===== config.mk =====
export PLATFORM = sky130hd
export DESIGN_NAME = mult_seq_ctrl
export DESIGN_NICKNAME = d
export VERILOG_FILES = /design/src/rtl/mult_pkg.sv /design/src/rtl/sum.sv /design/src/rtl/mult_seq_ctrl.sv
export SDC_FILE = /design/constraint.sdc
export NUM_CORES = 1
export LEC_CHECK = 0
export BUFFER_PORTS_ARGS = -buffer_cell sky130_fd_sc_hd__buf_2
export CORE_UTILIZATION = 47
export DETAILED_ROUTE_END_ITERATION = 10
export HOLD_SLACK_MARGIN = 0.05
export PLACE_DENSITY = 0.85
export REMOVE_ABC_BUFFERS = 1
export SLEW_MARGIN = 20
export SYNTH_ARGS = -nofsm -noshare
export SYNTH_HDL_FRONTEND = slang
export SYNTH_SLANG_ARGS = --single-unit

===== constraint.sdc =====
create_clock -name clk -period 12.4 [get_ports clk]
set_clock_uncertainty 0.2 [all_clocks]
set_input_delay 1.24 -clock clk [delete_from_list [all_inputs] [get_ports clk]]
set_output_delay 1.24 -clock clk [all_outputs]
set_load 0.01 [all_outputs]

===== src/rtl/mult_pkg.sv =====
// mult_pkg: shared definitions for the sequential shift-and-add multiplier.
//   state_t     - FSM encoding (IDLE / RUN / DONE; 2'd3 is unused and recovers to IDLE)
//   MULT_W      - operand width, fixed by the 32-bit adder
//   MULT_ITERS  - number of add/shift iterations per multiply
package mult_pkg;

  typedef enum logic [1:0] {
    IDLE = 2'd0,
    RUN  = 2'd1,
    DONE = 2'd2
  } state_t;

  localparam int MULT_W     = 32;
  localparam int MULT_ITERS = 32;

endpackage : mult_pkg


===== src/rtl/sum.sv =====
// sum: 32-bit ripple-carry adder used as the multiplier's only datapath adder.
//   a, b  in   32  addends
//   s     out  32  sum bits
//   cout  out  1   carry out of bit 31
module sum (
  input  logic [31:0] a,
  input  logic [31:0] b,
  output logic [31:0] s,
  output logic        cout
);

  // Carry chain: cy[i] is the carry into bit i, cy[32] is the carry out.
  logic [32:0] cy;

  assign cy[0] = 1'b0;

  // One full adder per bit; built gate-level so the datapath has no '+'.
  for (genvar i = 0; i < 32; i++) begin : g_fa
    assign s[i]    = a[i] ^ b[i] ^ cy[i];
    assign cy[i+1] = (a[i] & b[i]) | (a[i] & cy[i]) | (b[i] & cy[i]);
  end

  assign cout = cy[32];

endmodule : sum


===== src/rtl/mult_seq_ctrl.sv =====
// mult_seq_ctrl: sequential 32x32 unsigned shift-and-add multiplier with a
// start/busy/done handshake. One add+shift iteration per cycle, 32 iterations,
// then a one-cycle done pulse. Throughput is one multiply per 33 cycles.
//   clk      in   1   clock, all state updates on the rising edge
//   rst_n    in   1   synchronous active-low reset
//   start    in   1   multiply request, only honoured in IDLE or DONE
//   a        in   32  multiplicand, captured when start is accepted
//   b        in   32  multiplier, captured when start is accepted
//   busy     out  1   high while iterating
//   done     out  1   one-cycle pulse, product valid in this cycle
//   product  out  64  {hi,q}; held until the next accepted start
module mult_seq_ctrl
  import mult_pkg::*;
#(
  parameter int WIDTH = 32,
  parameter int CNT_W = 6
) (
  input  logic               clk,
  input  logic               rst_n,
  input  logic               start,
  input  logic [WIDTH-1:0]   a,
  input  logic [WIDTH-1:0]   b,
  output logic               busy,
  output logic               done,
  output logic [2*WIDTH-1:0] product
);

  // The adder is hard-wired at 32 bits and the counter has to reach the last
  // iteration index without wrapping, so reject anything else at elaboration.
  if (WIDTH != MULT_W) begin : g_bad_width
    $error("mult_seq_ctrl: WIDTH must be 32");
  end
  if ((2 ** CNT_W) <= MULT_ITERS) begin : g_bad_cnt
    $error("mult_seq_ctrl: CNT_W too small for the iteration count");
  end

  localparam logic [CNT_W-1:0] LAST_ITER = CNT_W'(MULT_ITERS - 1);

  state_t             state;
  state_t             state_next;
  logic [WIDTH-1:0]   m;
  logic [WIDTH-1:0]   hi;
  logic [WIDTH-1:0]   q;
  logic [CNT_W-1:0]   cnt;
  logic [WIDTH-1:0]   addend;
  logic [WIDTH-1:0]   s;
  logic               c;
  logic               accept;

  // A new multiply may only be accepted from IDLE or DONE; start in RUN is dropped.
  assign accept = start && ((state == IDLE) || (state == DONE));

  // Partial product: add the multiplicand only when the current multiplier bit is set.
  assign addend = m & {WIDTH{q[0]}};

  sum u_sum (
    .a    (hi),
    .b    (addend),
    .s    (s),
    .cout (c)
  );

  // State register.
  always_ff @(posedge clk) begin
    if (!rst_n) begin
      state <= IDLE;
    end else begin
      state <= state_next;
    end
  end

  // Next-state logic. RUN leaves after the iteration that uses cnt == 31,
  // so the counter never wraps. The unused encoding falls back to IDLE.
  always_comb begin
    state_next = state;
    case (state)
      IDLE:    state_next = start ? RUN : IDLE;
      RUN:     state_next = (cnt == LAST_ITER) ? DONE : RUN;
      DONE:    state_next = start ? RUN : IDLE;
      default: state_next = IDLE;
    endcase
  end

  // Outputs decode directly from the state, so busy and done are exclusive.
  always_comb begin
    busy = 1'b0;
    done = 1'b0;
    case (state)
      RUN:     busy = 1'b1;
      DONE:    done = 1'b1;
      default: begin
        busy = 1'b0;
        done = 1'b0;
      end
    endcase
  end

  // Datapath registers. Each RUN cycle shifts {carry, sum, q} right by one:
  // the adder carry lands in hi[31] and the sum LSB moves into q[31], while
  // the consumed multiplier bit drops off the bottom of q.
  always_ff @(posedge clk) begin
    if (!rst_n) begin
      m   <= '0;
      hi  <= '0;
      q   <= '0;
      cnt <= '0;
    end else if (accept) begin
      m   <= a;
      q   <= b;
      hi  <= '0;
      cnt <= '0;
    end else if (state == RUN) begin
      {hi, q} <= {c, s, q[WIDTH-1:1]};
      cnt     <= cnt + CNT_W'(1);
    end
  end

  assign product = {hi, q};

endmodule : mult_seq_ctrl


==> Word level (Yosys, flattened, before mapping) <==
Index checks and enable logic that the tools add are counted.
{ "totals": {"reg_bits": 104, "in_bits": 67, "output_inout_bits": 66, "elab_cells": 243} }
{ "op_classes": {"addsub": 1, "n_eq_ne": 3, "mux": 7, "bitwise": 221, "n_reduce_logical": 6} }
{ "ops": {"columns": ["operator", "n"], "rows": [
  ["1-bit bitwise AND", 94],
  ["32-bit 2-to-1 mux", 2],
  ["1-bit XOR", 63],
  ["1-bit OR", 62],
  ["32-bit bitwise AND", 1],
  ["6-bit by 1-bit adder with 6-bit output, second input constant", 1],
  ["6-bit by 5-bit == test with 1-bit output, second input constant", 1],
  ["2-bit case mux with 2 select lines", 1],
  ["2-bit OR reduction", 2],
  ["1-bit 2-to-1 mux", 3],
  ["2-bit by 1-bit == test with 1-bit output, second input constant", 1],
  ["2-bit == test, second input constant", 1],
  ["2-bit zero test", 1],
  ["2-bit 2-to-1 mux", 1],
  ["2-bit nonzero test", 1],
  ["1-bit logical AND", 1],
  ["1-bit logical OR", 1],
  ["1-bit inverter", 1]
]} }

==> Depth between registers and ports, before layout <==
Gate-level depths: netlist of run 1.
{ "depth": {"ltp_word": 95, "depth_mapped": 37, "mapped_depth_nobuf": 37} }

==> Modules after synthesis <==
From an unflattened synthesis of run 1, not the netlist that was laid out.
{ "hier_totals": {"cells_unflattened": 569, "area_unflattened_um2": 4820.9} }
{ "by_module_without_submodules": {"columns": ["mod", "n_inst", "cells_per_inst", "area_per_inst_um2", "seq_area_each_um2"], "rows": [
  ["mult_seq_ctrl", 1, 532, 4169.0, 2082.0],
  ["sum", 1, 37, 651.9, 0.0]
]} }

==> Worst setup path after synthesis of run 1 <==
OpenSTA, ideal clock, no wires.
{ "synth_timing": {"path_type": "flip-flop to flip-flop", "start": "reg q[0]", "end": "reg hi[30]", "setup_time_ns": 0.086, "arrival_time_ns": 12.559, "t_required_ns": 12.114, "path_slack_ns": -0.444, "path_stages_with_launch": 38, "path_buffers": 1, "synth_period_minus_slack_ns": 12.844, "path_cell_list": "dfxtp_1 > clkbuf_1 > and2_1 > fa_1 > inv_1 > fa_1 > inv_1 > fa_1 > fa_1 > fa_1 > fa_1 > fa_1 > fa_1 > fa_1 > fa_1 > fa_1 > fa_1 > fa_1 > [2 not listed] > fa_1 > fa_1 > fa_1 > fa_1 > fa_1 > fa_1 > fa_1 > fa_1 > fa_1 > fa_1 > fa_1 > fa_1 > fa_1 > fa_1 > fa_1 > inv_1 > fa_1 > a211oi_1"} }
{ "synth_between": {"elab_chain_cells": 93, "elab_cells_between_ends": 154, "cone_classes": "bitwise: 154"} }
{ "synth_lines": {"columns": ["item", "line_no", "source"], "rows": [
  ["from (decl)", "mult_seq_ctrl.sv:43", "logic [WIDTH-1:0] q;"],
  ["from (signal assigned)", "mult_seq_ctrl.sv:113", "{hi, q} <= {c, s, q[WIDTH-1:1]};"],
  ["32-bit bitwise AND (*)", "mult_seq_ctrl.sv:54", "assign addend = m & {WIDTH{q[0]}};"],
  ["1-bit bitwise AND (2 in a row)", "sum.sv:20", "assign cy[i+1] = (a[i] & b[i]) | (a[i] & cy[i]) | (b[i] & cy[i]);"],
  ["1-bit OR (2 in a row)", "sum.sv:20", null],
  ["1-bit bitwise AND", "sum.sv:20", null],
  ["1-bit OR (2 in a row)", "sum.sv:20", null],
  ["1-bit bitwise AND", "sum.sv:20", null],
  ["1-bit OR (2 in a row)", "sum.sv:20", null],
  ["1-bit bitwise AND", "sum.sv:20", null],
  ["[69 not listed]", null, null],
  ["1-bit OR (2 in a row)", "sum.sv:20", null],
  ["1-bit bitwise AND", "sum.sv:20", null],
  ["1-bit OR (2 in a row)", "sum.sv:20", null],
  ["1-bit bitwise AND", "sum.sv:20", null],
  ["1-bit OR (2 in a row)", "sum.sv:20", null],
  ["1-bit bitwise AND", "sum.sv:20", null],
  ["1-bit OR (2 in a row)", "sum.sv:20", null],
  ["1-bit XOR (*)", "sum.sv:19", "assign s[i] = a[i] ^ b[i] ^ cy[i];"],
  ["to (signal assigned)", "mult_seq_ctrl.sv:113", null],
  ["to (decl)", "mult_seq_ctrl.sv:42", "logic [WIDTH-1:0] hi;"]
]} }
Mark *: on every way between the ends. The rest lies on a longest branch, timed or not.
A chain may end at the register's enable or synchronous reset.

==> Worst setup path after layout of run 1 <==
Ends and elaborated chain as after synthesis.

==> flow_metrics.py, run 1 <==
metrics = {
    "outcome": {
        "status": "complete, no violations",
    },
    "sta": {
        "post-route-period-util_pct": 97.5,
        "drv_slew": 0,
        "worst_pin_slew_ps": 979,
        "max_clock_freq_ghz": 0.0827,
        "finalSetupViolCount": 0,
        "rsz0062_at_grt": "no",
        "setup_tns_ps": 0,
        "layout_setup_ws_ps": 306,
        "slew_headroom_pct": 34.7,
        "min_period_ps": 12090,
        "hold_viol_final": 0,
    },
    "worst_setup_path": {
        "crit_family": "adder cells",
        "path_class": "register to register",
        "rr_startpoint": "q[0]$_SDFFE_PN0P_",
        "crit_slowest_cell": "fa_1",
        "crit_arrival_ps": 12160,
        "crit_path_max_fanout": 3,
        "r2r_cells": 37,
        "cpPeakStageDelay_ps": 420,
        "r2r_end": "hi[30]$_SDFFE_PP0P_",
        "ff2ff_setup_slack_ps": 310,
        "cp.required_ps": 12470,
        "path_common_cell": "fa_2",
        "critPathLaunchType": "register",
        "end_kind": "register",
        "cp_num_buf_inv": 3,
    },
    "synthesis": {
        "ys_seq_elements": 104,
        "synth_area_leaders": "dfxtp_1 (43%), nand2_1 (15%), fa_1 (13%)",
        "ys_seq_area_share_pct": 43.2,
        "synth_commonest_cells": "nand2_1 (190), dfxtp_1 (104), a21boi_0 (32)",
        "synth_cell_types": 31,
        "netlist_area_mm2": 0.00481,
        "synth-edff-count": 0,
        "synth_area_per_cell_um2": 8.52,
        "synth_area_leader_cell": "dfxtp_1",
        "synth_flop_cell": "dfxtp_1",
        "synth_most_common_cell": "nand2_1",
        "syn_inst": 565,
        "async_flop_share_pct": 0,
        "yosys_warnings": 0,
        "synth_top_area_share_pct": 43.2,
    },
    "routing": {
        "via_per_inst": 5.18,
        "wirelength_um": 11200,
        "vias": 4203,
        "ant_nets": 0,
        "wl_per_cell_um": 13.8,
        "drtIter0Drc": 161,
        "drc": 0,
        "first_pass_iters": 7,
    },
    "clock_tree": {
        "cts_sinks": 104,
        "post_cts_buffers": 0,
        "clk_path_buf_depth": 2,
        "ctsHoldBuffers": 0,
        "numCtsBuffers": 9,
        "worstSkewPairLatency_ps": 360,
        "clockRootBuffer": "clkbuf_8",
        "cts_tree": "yes",
        "h-tree-depth": 3,
        "clkTransAtPathRegs_ps": 100,
    },
    "global_routing": {
        "grt_use_total_pct": 21.7,
        "grt_pass1_vias": 3903,
        "grt-ovfl-total": 0,
        "grt_pass1_wl_um": 18000,
        "grt_max_degree": 100,
        "antenna_found_initial": 0,
    },
    "finish": {
        "nFillCells": 843,
        "layout-drive-gt1-share_pct": 28.0,
        "syn2layout_area_growth_pct": 19.9,
        "diodes": 0,
        "design_area_mm2": 0.00577,
        "instances_no_fill": 812,
        "nets": 774,
    },
    "placed_design": {
        "pre_cts_slack_ps": -905,
        "gp_congestion": 0.747,
        "dp.cells": 796,
        "port_buffers": 132,
        "dpl-instance-area_mm2": 0.00552,
        "post-dp-hpwl_um": 7590,
    },
    "die": {
        "die_w_um": 103,
        "core_mm2": 0.00986,
        "io_pins": 133,
        "rows": 36,
        "dieArea_mm2": 0.0107,
        "start_util_pct": 48.8,
        "die_h_um": 103,
    },
    "power_and_ir_drop": {
        "fin_total_pwr_mw": 0.666,
        "ir_drop_mv": 0.0667,
        "power.density_mw_per_mm2": 115,
        "power.leakage_nw": 2.40,
    },
    "worst_hold_path": {
        "min_path_cells": 2,
        "min_to": "m[22]$_SDFFE_PN0P_",
        "hp-start": "m[22]$_SDFFE_PN0P_",
        "hold_path_class": "register to register",
    },
    "flow_run": {
        "cap_violations": 0,
    },
}
==> cells in the final DEF, fill, tap and decap left out, types with 2 or more instances in the layout <==
master    instances
nand3_1           2
a31oi_1          30
nor3_1            3
nand3b_1          3
inv_1             6
o31ai_1           2
buf_2           132
and2_1           30
a21oi_1          31
o21ai_0          31
nor2_1            7
fa_1              3
ha_1              2
dfxtp_1         103
clkbuf_1          2
a211oi_1          2
o221ai_1          2
clkinv_4          2
nand2_1         190
fa_2             28
buf_4             9
clkbuf_8         10
a21boi_0         32
xnor2_1           2
==> worst reg2reg max path: cells and delay by family, from the launching register on <==
family          cells  cell delay, ps
compound gates      1             180
fa+ha+maj          32           10920
buf+inv             3             200
flops               1             340
simple gates        1             150
==> worst max path at each step <==
stage,to,slack [ps],cells after the start,start
2_1_floorplan,hi[30]$_SDFFE_PP0P_,-640,37,q[0]$_SDFFE_PN0P_
3_3_place_gp,hi[30]$_SDFFE_PP0P_,-650,37,q[0]$_SDFFE_PN0P_
3_5_place_dp,hi[30]$_SDFFE_PP0P_,-910,37,q[0]$_SDFFE_PN0P_
4_1_cts,hi[30]$_SDFFE_PP0P_,20,37,q[0]$_SDFFE_PN0P_
5_1_grt,hi[30]$_SDFFE_PP0P_,20,37,q[0]$_SDFFE_PN0P_
6_report,hi[30]$_SDFFE_PP0P_,310,37,q[0]$_SDFFE_PN0P_
==> cell type report <==
cell class | count | area, um^2 | share of cell area, %
multi-input combinational | 411 | 2590 | 44.9
clock buffer | 12 | 145 | 2.52
inverter | 7 | 26.3 | 0.455
clock inverter | 4 | 30.0 | 0.520
sequential | 104 | 2080 | 36.1
tap | 133 | 166 | 2.88
timing repair buffer | 141 | 728 | 12.6
==> flip-flops by register name (all words and copies together) (netlist names) <==
name and flops:
state 2, q 32, cnt 6, hi 32, m 32
==> cells by family after synthesis <==
family	count (synthesis)	share of synthesized area, %
and+or+nand+nor	243	21.4
AOI/OAI and AO/OA	132	16.7
DFF	104	43.2
buffers and inverters	50	4.76
adders and majority gates	33	13.4
xor gates and xnor gates	2	0.364
muxes	1	0.208
==> routing by layer <==
metal  track usage (%)  routed length, um  share of wire (%)
met5                 0                  0                  0
met4              9.43                264                2.4
met3              4.70                556                5.0
met2              37.2               5560                 50
met1              26.3               4810                 43
==> power by group <==
part | total, mW | switching (mW) | internal, mW
combinational | 0.105 | 0.0667 | 0.0380
sequential | 0.368 | 0.0135 | 0.354
clock | 0.194 | 0.115 | 0.0792
==> per-stage QoR <==
step / util (%) / hold slack, ps
2_1_floorplan: - / 239
3_3_place_gp: 55.9 / 247
3_5_place_dp: 55.9 / 253
4_1_cts: 58.3 / 267
5_1_grt: 58.5 / 285
6_report: 58.5 / 264
==> what timing repair did <==
action | in CTS | in global routing
pin swaps | 0 | 2
gates resized for setup | 22 | 8
endpoints found under the setup margin | 4 | 1
Power figures use the tool's default switching activity.
==> run 2, diff against run 1 <==
SYNTH_HIERARCHICAL = 1   (was default)
==> flow_metrics.py, run 2 <==
metrics = {
    "outcome": {
        "status": "complete, no violations",
    },
    "worst_setup_path": {
        "cpPeakStageDelay_ps": 400,
        "cp_num_buf_inv": 2,
        "cp.required_ps": 12500,
        "path_class": "register to register",
        "r2r_cells": 37,
        "path_common_cell": "fa_2",
        "crit_family": "adder cells",
        "end_kind": "register",
        "crit_path_max_fanout": 2,
        "critPathLaunchType": "register",
        "cp.depth": 37,
        "crit_arrival_ps": 12310,
        "crit_slowest_cell": "fa_1",
    },
    "synthesis": {
        "synth_area_leaders": "dfxtp_1 (43%), nand2_1 (15%), fa_1 (13%)",
        "synth_area_leader_cell": "dfxtp_1",
        "synth_flop_cell": "dfxtp_1",
        "synth-edff-count": 0,
        "synth_commonest_cells": "nand2_1 (195), dfxtp_1 (104), a21oi_1 (34)",
        "synth_xor_area_share_pct": 0.363,
        "synth_top_family_by_area": "simple AND/OR/NAND/NOR gates",
        "synth-simple-area-share_pct": 21.6,
        "synth_top_area_share_pct": 43.2,
        "yosys.area_share.adder_pct": 13.4,
        "async_flop_share_pct": 0,
        "synth_cell_types": 28,
        "synthMuxAreaShare_pct": 0.208,
        "synth_compound_area_share_pct": 16.5,
        "netlist_area_mm2": 0.00482,
        "synth_most_common_cell": "nand2_1",
        "syn_inst": 569,
        "yosys_warnings": 6,
        "synth_area_per_cell_um2": 8.47,
        "ys_seq_elements": 104,
        "ys_seq_area_share_pct": 43.2,
    },
    "power_and_ir_drop": {
        "power.density_mw_per_mm2": 120,
        "ir_drop_mv": 0.0549,
        "power.leakage_nw": 2.44,
        "fin_total_pwr_mw": 0.700,
    },
    "finish": {
        "final_cell_mix": "nand2_1 (195), buf_2 (132), dfxtp_1 (104)",
        "nets": 777,
        "syn2layout_area_growth_pct": 20.8,
        "fin_util_pct": 59.0,
        "final_common_cell": "nand2_1",
        "layout-drive-gt1-share_pct": 28.2,
        "diodes": 0,
        "nFillCells": 824,
        "reg_top3": "hi: 32 flops, m: 32 flops, q: 32 flops",
    },
    "die": {
        "rows": 36,
        "die_h_um": 103,
        "dieArea_mm2": 0.0107,
        "start_util_pct": 48.9,
        "core_mm2": 0.00986,
        "io_pins": 133,
        "die_w_um": 103,
    },
    "clock_tree": {
        "cts_tree": "yes",
        "clockRootBuffer": "clkbuf_8",
        "numCtsBuffers": 9,
        "cts_sinks": 104,
        "clkTransAtPathRegs_ps": 100,
        "h-tree-depth": 3,
        "clk_path_buf_depth": 2,
        "post_cts_buffers": 0,
        "worstSkewPairLatency_ps": 360,
        "ctsHoldBuffers": 0,
    },
    "placed_design": {
        "gp_congestion": 0.798,
        "port_buffers": 132,
        "post-dp-hpwl_um": 7520,
    },
    "global_routing": {
        "grt_pass1_vias": 3828,
        "grt_use_total_pct": 21.9,
        "grt_pass1_wl_um": 18000,
        "grt-ovfl-total": 0,
        "grt_max_degree": 100,
        "antenna_found_initial": 0,
    },
    "routing": {
        "drtIter0Drc": 151,
        "vias": 4280,
        "wirelength_um": 11600,
        "ant_nets": 0,
        "drc": 0,
        "via_per_inst": 5.25,
        "first_pass_iters": 5,
        "wl_per_cell_um": 14.2,
    },
    "worst_hold_path": {
        "hold_path_class": "register to register",
        "min_path_cells": 2,
    },
    "sta": {
        "post-route-period-util_pct": 98.5,
        "slew_headroom_pct": 35.2,
        "max_clock_freq_ghz": 0.0819,
        "min_period_ps": 12210,
        "finalSetupViolCount": 0,
        "drv_slew": 0,
        "setup_tns_ps": 0,
        "hold_viol_final": 0,
        "rsz0062_at_grt": "yes",
        "worst_pin_slew_ps": 972,
    },
    "flow_run": {
        "cap_violations": 0,
    },
}
run 2: changes by cell type after synthesis:
cell	before	now
and2b_1	1	2
and2_1	30	32
nand2_2	1	0
nor2b_1	1	0
inv_2	1	0
clkinv_1	0	1
buf_2	30	23
nand2_1	190	195
a21oi_1	31	34
clkbuf_1	12	19
nor2_1	7	4
buf_4	1	2
a211oi_1	3	0
run 2: layer usage:
layer / part of all wire, % / GRT usage, % / routed length [um] / vias up
li1: - / - / - / 2067
met1: 44 / 27.3 / 5060 / 2042
met2: 49 / 38.7 / 5720 / 160
met3: 6.0 / 3.70 / 698 / 11
met4: 0.99 / 7.04 / 115 / 0
met5: 0 / 0 / 0 / -
run 2: worst min-delay path, cell delays in order (launching register included):
cell      delay (ps)
dfxtp_1          320
nand2_1           40
a21boi_0          60
run 2: logic make-up after synthesis:
kind of cell,Yosys count
AO/OA/AOI/OAI,132
XOR/XNOR,2
adder cells (fa/ha/maj),33
buffers and inverters,51
flip-flops,104
multiplexers,1
AND/OR/NAND/NOR,246
run 2: report_power, final:
part | internal (mW) | switching (mW) | total (mW)
logic | 0.0365 | 0.0659 | 0.102
clock network | 0.114 | 0.116 | 0.230
registers | 0.353 | 0.0135 | 0.367
run 2: final cells by class:
| type | count | area (um^2) | area share (%) |
|---|---|---|---|
| flip-flops and latches | 104 | 2080 | 35.8 |
| repair buffers | 141 | 728 | 12.5 |
| well taps | 133 | 166 | 2.86 |
| multi-input cells | 414 | 2600 | 44.7 |
| clock inverters | 7 | 95.1 | 1.63 |
| inverters | 7 | 26.3 | 0.451 |
| clock buffers | 9 | 124 | 2.13 |
run 2: repair_timing:
action | in CTS | in global routing
resized for setup | 25 | 7
pin swaps | 1 | 3
endpoints found under the setup margin | 4 | 1
run 2: metrics by stage:
stage	hold WS (ps)	instances	area (um^2)	worst slack [ps]
finish	268	815	5820	187
detailed placement	254	799	5520	-1060
CTS	269	815	5810	19.5
global route	293	815	5820	-88.3
global placement	246	799	5520	-834
floorplan	239	525	4620	-818
run 2: path summary, 6_finish.rpt:
path | from | slack [ps] | endpoint
worst max register to register | m[0]$_SDFFE_PN0N_ | 190 | hi[30]$_SDFFE_PP0P_
worst min register to register | m[16]$_SDFFE_PN0N_ | 270 | m[16]$_SDFFE_PN0N_
worst min-delay path | m[16]$_SDFFE_PN0N_ | 270 | m[16]$_SDFFE_PN0N_
worst max-delay path | m[0]$_SDFFE_PN0N_ | 190 | hi[30]$_SDFFE_PP0P_
==> run 3, diff against run 2 <==
RECOVER_POWER = 25   (was default)
==> flow_metrics.py, run 3 (synthesis gave the netlist of run 2 again) <==
metrics = {
    "outcome": {
        "status": "complete, no violations",
    },
    "clock_tree": {
        "numCtsBuffers": 9,
        "clk_path_buf_depth": 2,
        "post_cts_buffers": 0,
        "ctsHoldBuffers": 0,
        "worstSkewPairLatency_ps": 360,
        "cts_tree": "yes",
        "h-tree-depth": 3,
        "clockRootBuffer": "clkbuf_8",
        "clkTransAtPathRegs_ps": 100,
        "cts_sinks": 104,
    },
    "worst_setup_path": {
        "path_class": "register to register",
        "crit_slowest_cell": "fa_1",
        "rr_startpoint": "m[0]$_SDFFE_PN0N_",
        "crit_family": "adder cells",
        "crit_path_max_fanout": 2,
        "cpPeakStageDelay_ps": 400,
        "cp.required_ps": 12500,
        "end_kind": "register",
        "worstSetupStartpoint": "m[0]$_SDFFE_PN0N_",
        "r2r_cells": 37,
        "ff2ff_setup_slack_ps": 190,
        "cp_num_buf_inv": 2,
        "critPathLaunchType": "register",
        "path_common_cell": "fa_2",
        "r2r_end": "hi[30]$_SDFFE_PP0P_",
        "crit_arrival_ps": 12300,
    },
    "die": {
        "core_mm2": 0.00986,
        "rows": 36,
        "die_w_um": 103,
        "start_util_pct": 48.9,
        "io_pins": 133,
        "die_h_um": 103,
        "dieArea_mm2": 0.0107,
    },
    "sta": {
        "setup_tns_ps": 0,
        "worst_pin_slew_ps": 964,
        "max_clock_freq_ghz": 0.0819,
        "min_period_ps": 12210,
        "hold_viol_final": 0,
        "rsz0062_at_grt": "yes",
        "finalSetupViolCount": 0,
        "post-route-period-util_pct": 98.4,
        "drv_slew": 0,
        "slew_headroom_pct": 35.7,
        "layout_setup_ws_ps": 192,
    },
    "placed_design": {
        "post-dp-hpwl_um": 7520,
        "gp_congestion": 0.798,
        "port_buffers": 132,
        "pre_cts_slack_ps": -1060,
    },
    "global_routing": {
        "grt-ovfl-total": 0,
        "grt_use_total_pct": 21.9,
        "grt_pass1_vias": 3828,
        "grt_pass1_wl_um": 18000,
        "antenna_found_initial": 0,
        "grt_max_degree": 100,
    },
    "finish": {
        "final_common_cell": "nand2_1",
        "diodes": 0,
        "final_cell_mix": "nand2_1 (195), dfxtp_1 (104), buf_2 (103)",
        "nets": 777,
        "syn2layout_area_growth_pct": 20.0,
        "reg_top3": "hi: 32 flops, m: 32 flops, q: 32 flops",
        "layout-drive-gt1-share_pct": 23.9,
    },
    "worst_hold_path": {
        "hp-start": "m[16]$_SDFFE_PN0N_",
        "min_path_cells": 2,
        "min_to": "m[16]$_SDFFE_PN0N_",
        "hold_path_class": "register to register",
    },
    "routing": {
        "ant_nets": 0,
        "drc": 0,
        "wl_per_cell_um": 14.1,
        "drtIter0Drc": 162,
        "via_per_inst": 5.23,
        "first_pass_iters": 5,
        "wirelength_um": 11500,
        "vias": 4260,
    },
    "flow_run": {
        "cap_violations": 0,
    },
    "power_and_ir_drop": {
        "power.density_mw_per_mm2": 121,
        "power.leakage_nw": 2.33,
        "fin_total_pwr_mw": 0.697,
        "ir_drop_mv": 0.0548,
    },
}
[run 3: tightest hold or removal path: stages, from the launching register on]
cell      delay, ps
dfxtp_1         320
nand2_1          40
a21boi_0         60
[run 3: metrics by stage]
step / utilization, % / hold slack (ps) / std cells / instance area (um^2)
after floorplan: - / 239 / 525 / 4620
after global placement: 56.0 / 246 / 799 / 5520
after detailed placement: 56.0 / 254 / 799 / 5520
after CTS: 58.9 / 269 / 815 / 5810
after global routing: 58.7 / 293 / 815 / 5790
final: 58.7 / 268 / 815 / 5790
[run 3: cell type report]
cell class / instances / area (um^2)
fill: 842 / 4080
multi-input combinational: 414 / 2600
sequential: 104 / 2080
timing repair buffer: 141 / 692
tap: 133 / 166
clock buffer: 9 / 124
clock inverter: 7 / 95.1
inverter: 7 / 26.3
[run 3: worst max-delay path by stage]
stage | slack (ps) | depth (start not counted) | end
after floorplan | -820 | 37 | hi[30]$_SDFFE_PP0P_
after global placement | -830 | 37 | hi[30]$_SDFFE_PP0P_
after detailed placement | -1060 | 37 | hi[30]$_SDFFE_PP0P_
after CTS | 20 | 37 | hi[30]$_SDFFE_PP0P_
after global routing | -90 | 37 | hi[30]$_SDFFE_PP0P_
final | 190 | 37 | hi[30]$_SDFFE_PP0P_
[run 3: routing by layer]
metal | wire length, um | vias to the layer above | track usage [%]
li1 | - | 2064 | -
met1 | 4940 | 2030 | 27.3
met2 | 5780 | 159 | 38.7
met3 | 727 | 7 | 3.70
met4 | 81 | 0 | 7.04
met5 | 0 | - | 0
[run 3: what timing repair did]
item / in CTS / in global routing
resized for setup: 25 / 7
pin swaps: 1 / 3
setup endpoints to repair: 4 / 1
hold endpoints to repair: 0 / 0
gates cloned: 0 / 0
[run 3: where the power goes]
part           leakage, nW  total, mW  switching [mW]  internal (mW)
combinational         1.37     0.0994          0.0654         0.0340
clock                0.110      0.231           0.117          0.114
sequential           0.851      0.367          0.0137          0.353
